`src/rtl/mem_arbiter.sv`:
```
// mem_arbiter: shares one line-wide memory port between the icache and dcache.
// One transaction is outstanding at a time. Grants, completions and the memory
// request are all registered outputs.
// Optional feature: define MEM_ARB_RR_EN to break simultaneous-request ties
// round-robin; otherwise the dcache always wins a tie.
//
// state     | meaning
// S_IDLE    | no transaction; arbitrate any pending request
// S_BUSY_IC | icache fill in flight, waiting for mem_ready
// S_BUSY_DC | dcache fill or writeback in flight, waiting for mem_ready
module mem_arbiter #(
  parameter int ADDR_W = 32,
  parameter int LINE_W = 128
) (
  input  logic              clk,
  input  logic              reset,
  input  logic              ic_req,
  input  logic [ADDR_W-1:0] ic_addr,
  output logic              ic_gnt,
  output logic              ic_rvalid,
  output logic [LINE_W-1:0] ic_rdata,
  input  logic              dc_req,
  input  logic              dc_we,
  input  logic [ADDR_W-1:0] dc_addr,
  input  logic [LINE_W-1:0] dc_wdata,
  output logic              dc_gnt,
  output logic              dc_rvalid,
  output logic [LINE_W-1:0] dc_rdata,
  output logic              mem_req,
  output logic              mem_we,
  output logic [ADDR_W-1:0] mem_addr,
  output logic [LINE_W-1:0] mem_wdata,
  input  logic              mem_ready,
  input  logic [LINE_W-1:0] mem_rdata,
  output logic              busy
);

  localparam logic [1:0] S_IDLE    = 2'd0;
  localparam logic [1:0] S_BUSY_IC = 2'd1;
  localparam logic [1:0] S_BUSY_DC = 2'd2;

  logic [1:0] state;
  logic       dc_wins;

`ifdef MEM_ARB_RR_EN
  // 1 = dcache owned the most recent grant; reset value makes dcache win the first tie
  logic last_dc;

  // Round-robin tie break: the requester not served last wins
  always_comb begin
    dc_wins = dc_req & (~ic_req | ~last_dc);
  end

  // Remember the owner of every grant issued from IDLE
  always_ff @(posedge clk) begin
    if (reset) begin
      last_dc <= 1'b0;
    end else if (state == S_IDLE && (ic_req || dc_req)) begin
      last_dc <= dc_wins;
    end
  end
`else
  // Fixed priority: a data stall freezes the whole pipe, so dcache always wins a tie
  always_comb begin
    dc_wins = dc_req;
  end
`endif

  // Transaction FSM with registered grant/completion pulses and memory port
  always_ff @(posedge clk) begin
    if (reset) begin
      state     <= S_IDLE;
      busy      <= 1'b0;
      mem_req   <= 1'b0;
      mem_we    <= 1'b0;
      mem_addr  <= '0;
      mem_wdata <= '0;
      ic_gnt    <= 1'b0;
      dc_gnt    <= 1'b0;
      ic_rvalid <= 1'b0;
      dc_rvalid <= 1'b0;
      ic_rdata  <= '0;
      dc_rdata  <= '0;
    end else begin
      ic_gnt    <= 1'b0;
      dc_gnt    <= 1'b0;
      ic_rvalid <= 1'b0;
      dc_rvalid <= 1'b0;
      case (state)
        S_IDLE: begin
          if (ic_req || dc_req) begin
            state   <= dc_wins ? S_BUSY_DC : S_BUSY_IC;
            busy    <= 1'b1;
            mem_req <= 1'b1;
            if (dc_wins) begin
              mem_addr  <= dc_addr;
              mem_we    <= dc_we;
              mem_wdata <= dc_wdata;
              dc_gnt    <= 1'b1;
            end else begin
              mem_addr  <= ic_addr;
              mem_we    <= 1'b0;
              ic_gnt    <= 1'b1;
            end
          end
        end
        S_BUSY_IC: begin
          if (mem_ready) begin
            state     <= S_IDLE;
            busy      <= 1'b0;
            mem_req   <= 1'b0;
            ic_rvalid <= 1'b1;
            ic_rdata  <= mem_rdata;
          end
        end
        S_BUSY_DC: begin
          if (mem_ready) begin
            state     <= S_IDLE;
            busy      <= 1'b0;
            mem_req   <= 1'b0;
            dc_rvalid <= 1'b1;
            dc_rdata  <= mem_we ? '0 : mem_rdata;
          end
        end
        default: begin
          state   <= S_IDLE;
          busy    <= 1'b0;
          mem_req <= 1'b0;
        end
      endcase
    end
  end

endmodule

```
`config.mk`:
```
export PLATFORM = sky130hd
export DESIGN_NAME = mem_arbiter
export DESIGN_NICKNAME = d
export VERILOG_FILES = /design/src/rtl/mem_arbiter.sv
export SDC_FILE = /design/constraint.sdc
export NUM_CORES = 1
export LEC_CHECK = 0
export CORE_AREA = 2 2 291 293
export CTS_CLUSTER_DIAMETER = 60
export DETAILED_ROUTE_END_ITERATION = 10
export DIE_AREA = 0 0 293 295
export PLACE_DENSITY = 0.45
export SLEW_MARGIN = 30
export SYNTH_ARGS = -nofsm -noshare
export SYNTH_HDL_FRONTEND = slang
export SYNTH_SLANG_ARGS = --single-unit
```
`constraint.sdc`:
```
create_clock -name clk -period 2.65 [get_ports clk]
set_clock_uncertainty 0.2 [all_clocks]
set_input_delay 0.795 -clock clk [delete_from_list [all_inputs] [get_ports clk]]
set_output_delay 0.795 -clock clk [all_outputs]
set_load 0.02 [all_outputs]
```
### Word level (Yosys, flattened, before mapping)

Index checks and enable logic that the tools add are counted.

| word-level totals | value |
|---|---|
| output and inout port bits | 423 |
| bits in registers | 424 |
| input port bits | 326 |
| logic and storage cells | 43 |

| operators by class | value |
|---|---|
| equal/unequal tests | 4 |
| mux-type cells | 13 |
| reductions and logical operators | 11 |
| bitwise gates (word level) | 4 |

Operator list:

| cell | count |
|---|---|
| 128-bit 2-to-1 mux | 1 |
| 32-bit 2-to-1 mux | 1 |
| 2-bit AND reduction | 4 |
| 1-bit 2-to-1 mux | 6 |
| 2-bit 2-to-1 mux | 3 |
| 2-bit OR reduction | 3 |
| 1-bit inverter | 4 |
| 2-bit case mux with 2 select lines | 1 |
| 3-bit AND reduction | 1 |
| 3-bit OR reduction | 1 |
| 2-bit by 1-bit equality test with 1-bit output, second input constant | 1 |
| 2-bit equality test, second input constant | 1 |
| 2-bit logical NOT | 1 |
| 2-bit by 1-bit != test with 1-bit output, second input constant | 1 |
| 2-bit != test, second input constant | 1 |
| 1-bit case mux with 2 select lines | 1 |
| 1-bit logical OR | 1 |

### Logic depth before layout (Yosys ltp)

| depth | value |
|---|---|
| depth in word-level cells | 4 |
| gate-level depth with buffers | 7 |
| mapped depth without buffers | 5 |

### Worst setup path before layout

No wires, ideal clock.

| timing path | value |
|---|---|
| path kind | input to register |
| from | in reset |
| to | reg dc_rdata[100] |
| setup time | 0.117 ns |
| cell stages on the path | 5 |
| path slack | 0.796 ns |
| data required time | 2.333 ns |
| buffers on the path | 3 |
| arrival time | 1.538 ns |
| cells stage by stage | buf_2 > a21oi_1 > buf_2 > buf_4 > a22o_1 |

RTL lines:

| item | line | source |
|---|---|---|
| start, declared | 16 | `input logic reset,` |
| end signal, assigned | 122 | `dc_rdata <= mem_we ? '0 : mem_rdata;` |
| end, declared | 28 | `output logic [LINE_W-1:0] dc_rdata,` |

### Worst setup path after layout

| timing path | value |
|---|---|
| from | reg dc_rdata[122] |
| to | out dc_rdata[122] |

No word-level cell between the ends.

==> summary.txt <==
top post-synthesis cells by area: dfxtp_1, nand2_1, a21oi_1, a22o_1, mux2i_1
first-pass GRT wire length: 91.21 mm
Final min period: 2582 ps
period utilisation layout: 97.45%
initial antenna violation count: 7
Seq/Total Area, Yosys: 58.31%
Initial Util: 17.51%
CP top delay family: buffers and inverters
# nets final: 2637
placed inst area: 23270 um2
vias per cell: 4.050
hold_ws: 238.9 ps
gpl congestion: 0.8030
leakage power: 10.13 nW
CP startpoint kind: register
first drt pass iteration count: 4
endpoints failing hold: 0
post-CTS setup buffer count: 0
Reg area: 8488 um2
Worst Path Required: 1660 ps
Worst path slowest cell: clkdlybuf4s50_1
First DRT Iteration DRCs: 492
endpoint class of the critical path: output port
EDFF count, synth: 0
pin count of the biggest net entering global routing: 146
share of cells above drive strength 1: 6.641%
site row count: 106
H-tree lvl count: 2
Syn Inst Count: 1581
area of the multi-input gates: 5258 um2
fraction of registers with async set/reset: 0%
dominant cell type by area after synthesis: dfxtp_1
CTS max path bufs: 3
Mean Syn Cell Area: 9.208 um2
highest clock rate: 0.3872 GHz
final total negative setup slack: 0 ps
count leader, synth: nand2_1
Hold Crit Class: input port to register
worst path arrival time: 1590 ps
worst slack at placement: 68.22 ps
CTS tree: yes
Max Transition Viols Final: 0
MaxCap Viol Count: 0
Cell Area, Synth: 14560 um2
die height: 295 um
root buf cell: clkbuf_16
fin util: 30.35%
Crit Path Max Fanout: 2
status: finished clean
total power: 17.60 mW
Clock transition at path regs: 60 ps
Final setup viols: 0
worst vdd ir: 458.4 uV
syn nets: 1911
CP bufs+invs: 1
Design Area, Final: 25240 um2
synth unique cells: 27
vias in the first global route: 14225
DRT Wirelength: 63.17 mm
Area Overhead vs Synth: 73.39%
Max transition margin: 36.50%
detailed-route DRC error count: 0
Routed Antenna Nets: 0
CP Cell Sequence: clkdlybuf4s50_1
YS warnings: 0
slowest cell delay on critical path: 640 ps
die area: 86440 um2
M1 GR Usage: 14.55%
gr busiest metal: met2
Final HPWL DP: 47.55 mm
DIE WIDTH: 293 um
worst skew pair latency: 610 ps
met3 Use GR: 4.736%
DR vias: 13935
Seq cells post-synth: 424
CTS Sinks: 424
dpl cells: 3330
core area: 83160 um2
pin slew with the least headroom to its limit: 952.5 ps
Cell Pwr Density: 697.3 nW/um2
Final Non-Filler Cells: 3441
routed len/inst: 18.36 um
Fillers: 8674
GRT Overall Usage: 13.81%
most frequent cells after synthesis: nand2_1, dfxtp_1, a21oi_1, a22o_1, buf_4
Crit Path Category: register to output port
Port Buffers: 748
TritonCTS Buffers: 55
ys flop type: dfxtp_1
gr ovfl total: 0
met2 GRT Util: 25.13%
top cell type's share of synthesized area: 58.31%
worst setup margin: 67.53 ps
# IOs: 749
-- power breakdown --
group	total (mW)	switching [mW]	internal (mW)	leakage, nW
combinational	2.93	1.54	1.39	5.75
clock	7.72	3.06	4.66	0.925
sequential	6.95	0.198	6.75	3.45
-- worst reg2reg max path, delay by kind of cell (launching register included) --
family / cells / cell delay [ps]
and+or+nand+nor: 2 / 530
buffers and inverters: 2 / 410
adders and majority gates: 1 / 400
AOI/OAI and AO/OA: 1 / 140
DFF: 1 / 320
-- cells in the final DEF (no fill, tap or decap), types with 6 or more instances in the layout --
master	n
nand2_1	513
mux2i_1	32
diode_2	12
clkdlybuf4s50_1	644
a22o_1	128
buf_12	24
clkinv_2	9
bufinv_16	6
clkbuf_8	8
a211oi_1	31
dlygate4sd2_1	56
buf_4	27
dfxtp_1	424
dlymetal6s2s_1	46
clkbuf_16	55
nor2_1	37
a21oi_1	259
-- sequential cells by signal (all words and copies together) (netlist names) --
register	count
mem_we	1
dc_rvalid	1
dc_gnt	1
ic_rdata	128
mem_wdata	128
ic_gnt	1
mem_addr	32
dc_rdata	128
ic_rvalid	1
state	2
busy	1
-- final cells by class --
type | count | share of cell area [%]
Sequential cell | 424 | 33.63
Timing Repair Buffer | 799 | 32.55
Multi-Input combinational cell | 1025 | 20.83
Clock buffer | 68 | 5.963
Tap cell | 1080 | 5.353
Clock inverter | 31 | 1.532
Antenna cell | 12 | 0.1190
Inverter | 2 | 0.02974
-- kinds of logic after synthesis --
family,after synthesis,share of synthesized area (%)
adder cells (fa/ha/maj),4,0.3438
multiplexers,32,2.200
buffers and inverters,132,5.844
AND/OR/NAND/NOR,564,14.77
AO/OA/AOI/OAI,425,18.53
flip-flops,424,58.31
-- repair_timing --
item,CTS,global route
gates resized for setup,56,46
endpoints found under the setup margin,56,46
hold buffers,0,0
-- routing by layer --
metal | wire length [um] | up-vias
li1 | - | 6820
met1 | 23370 | 6502
met2 | 32500 | 508
met3 | 5309 | 103
met4 | 1977 | 2
met5 | 13 | -
-- worst paths after layout --
| path | startpoint | end | slack, ps | cells after the start |
|---|---|---|---|---|
| setup reg to reg | state[0] | mem_wdata[73] | 560 | 6 |
| hold / removal | reset | state[1] | 240 | 2 |
| hold reg to reg | ic_rdata[92] | ic_rdata[92] | 250 | 2 |
| setup / recovery | dc_rdata[122] | dc_rdata[122] | 70 | 1 |
No activity file was read; power rests on OpenSTA's default activity.
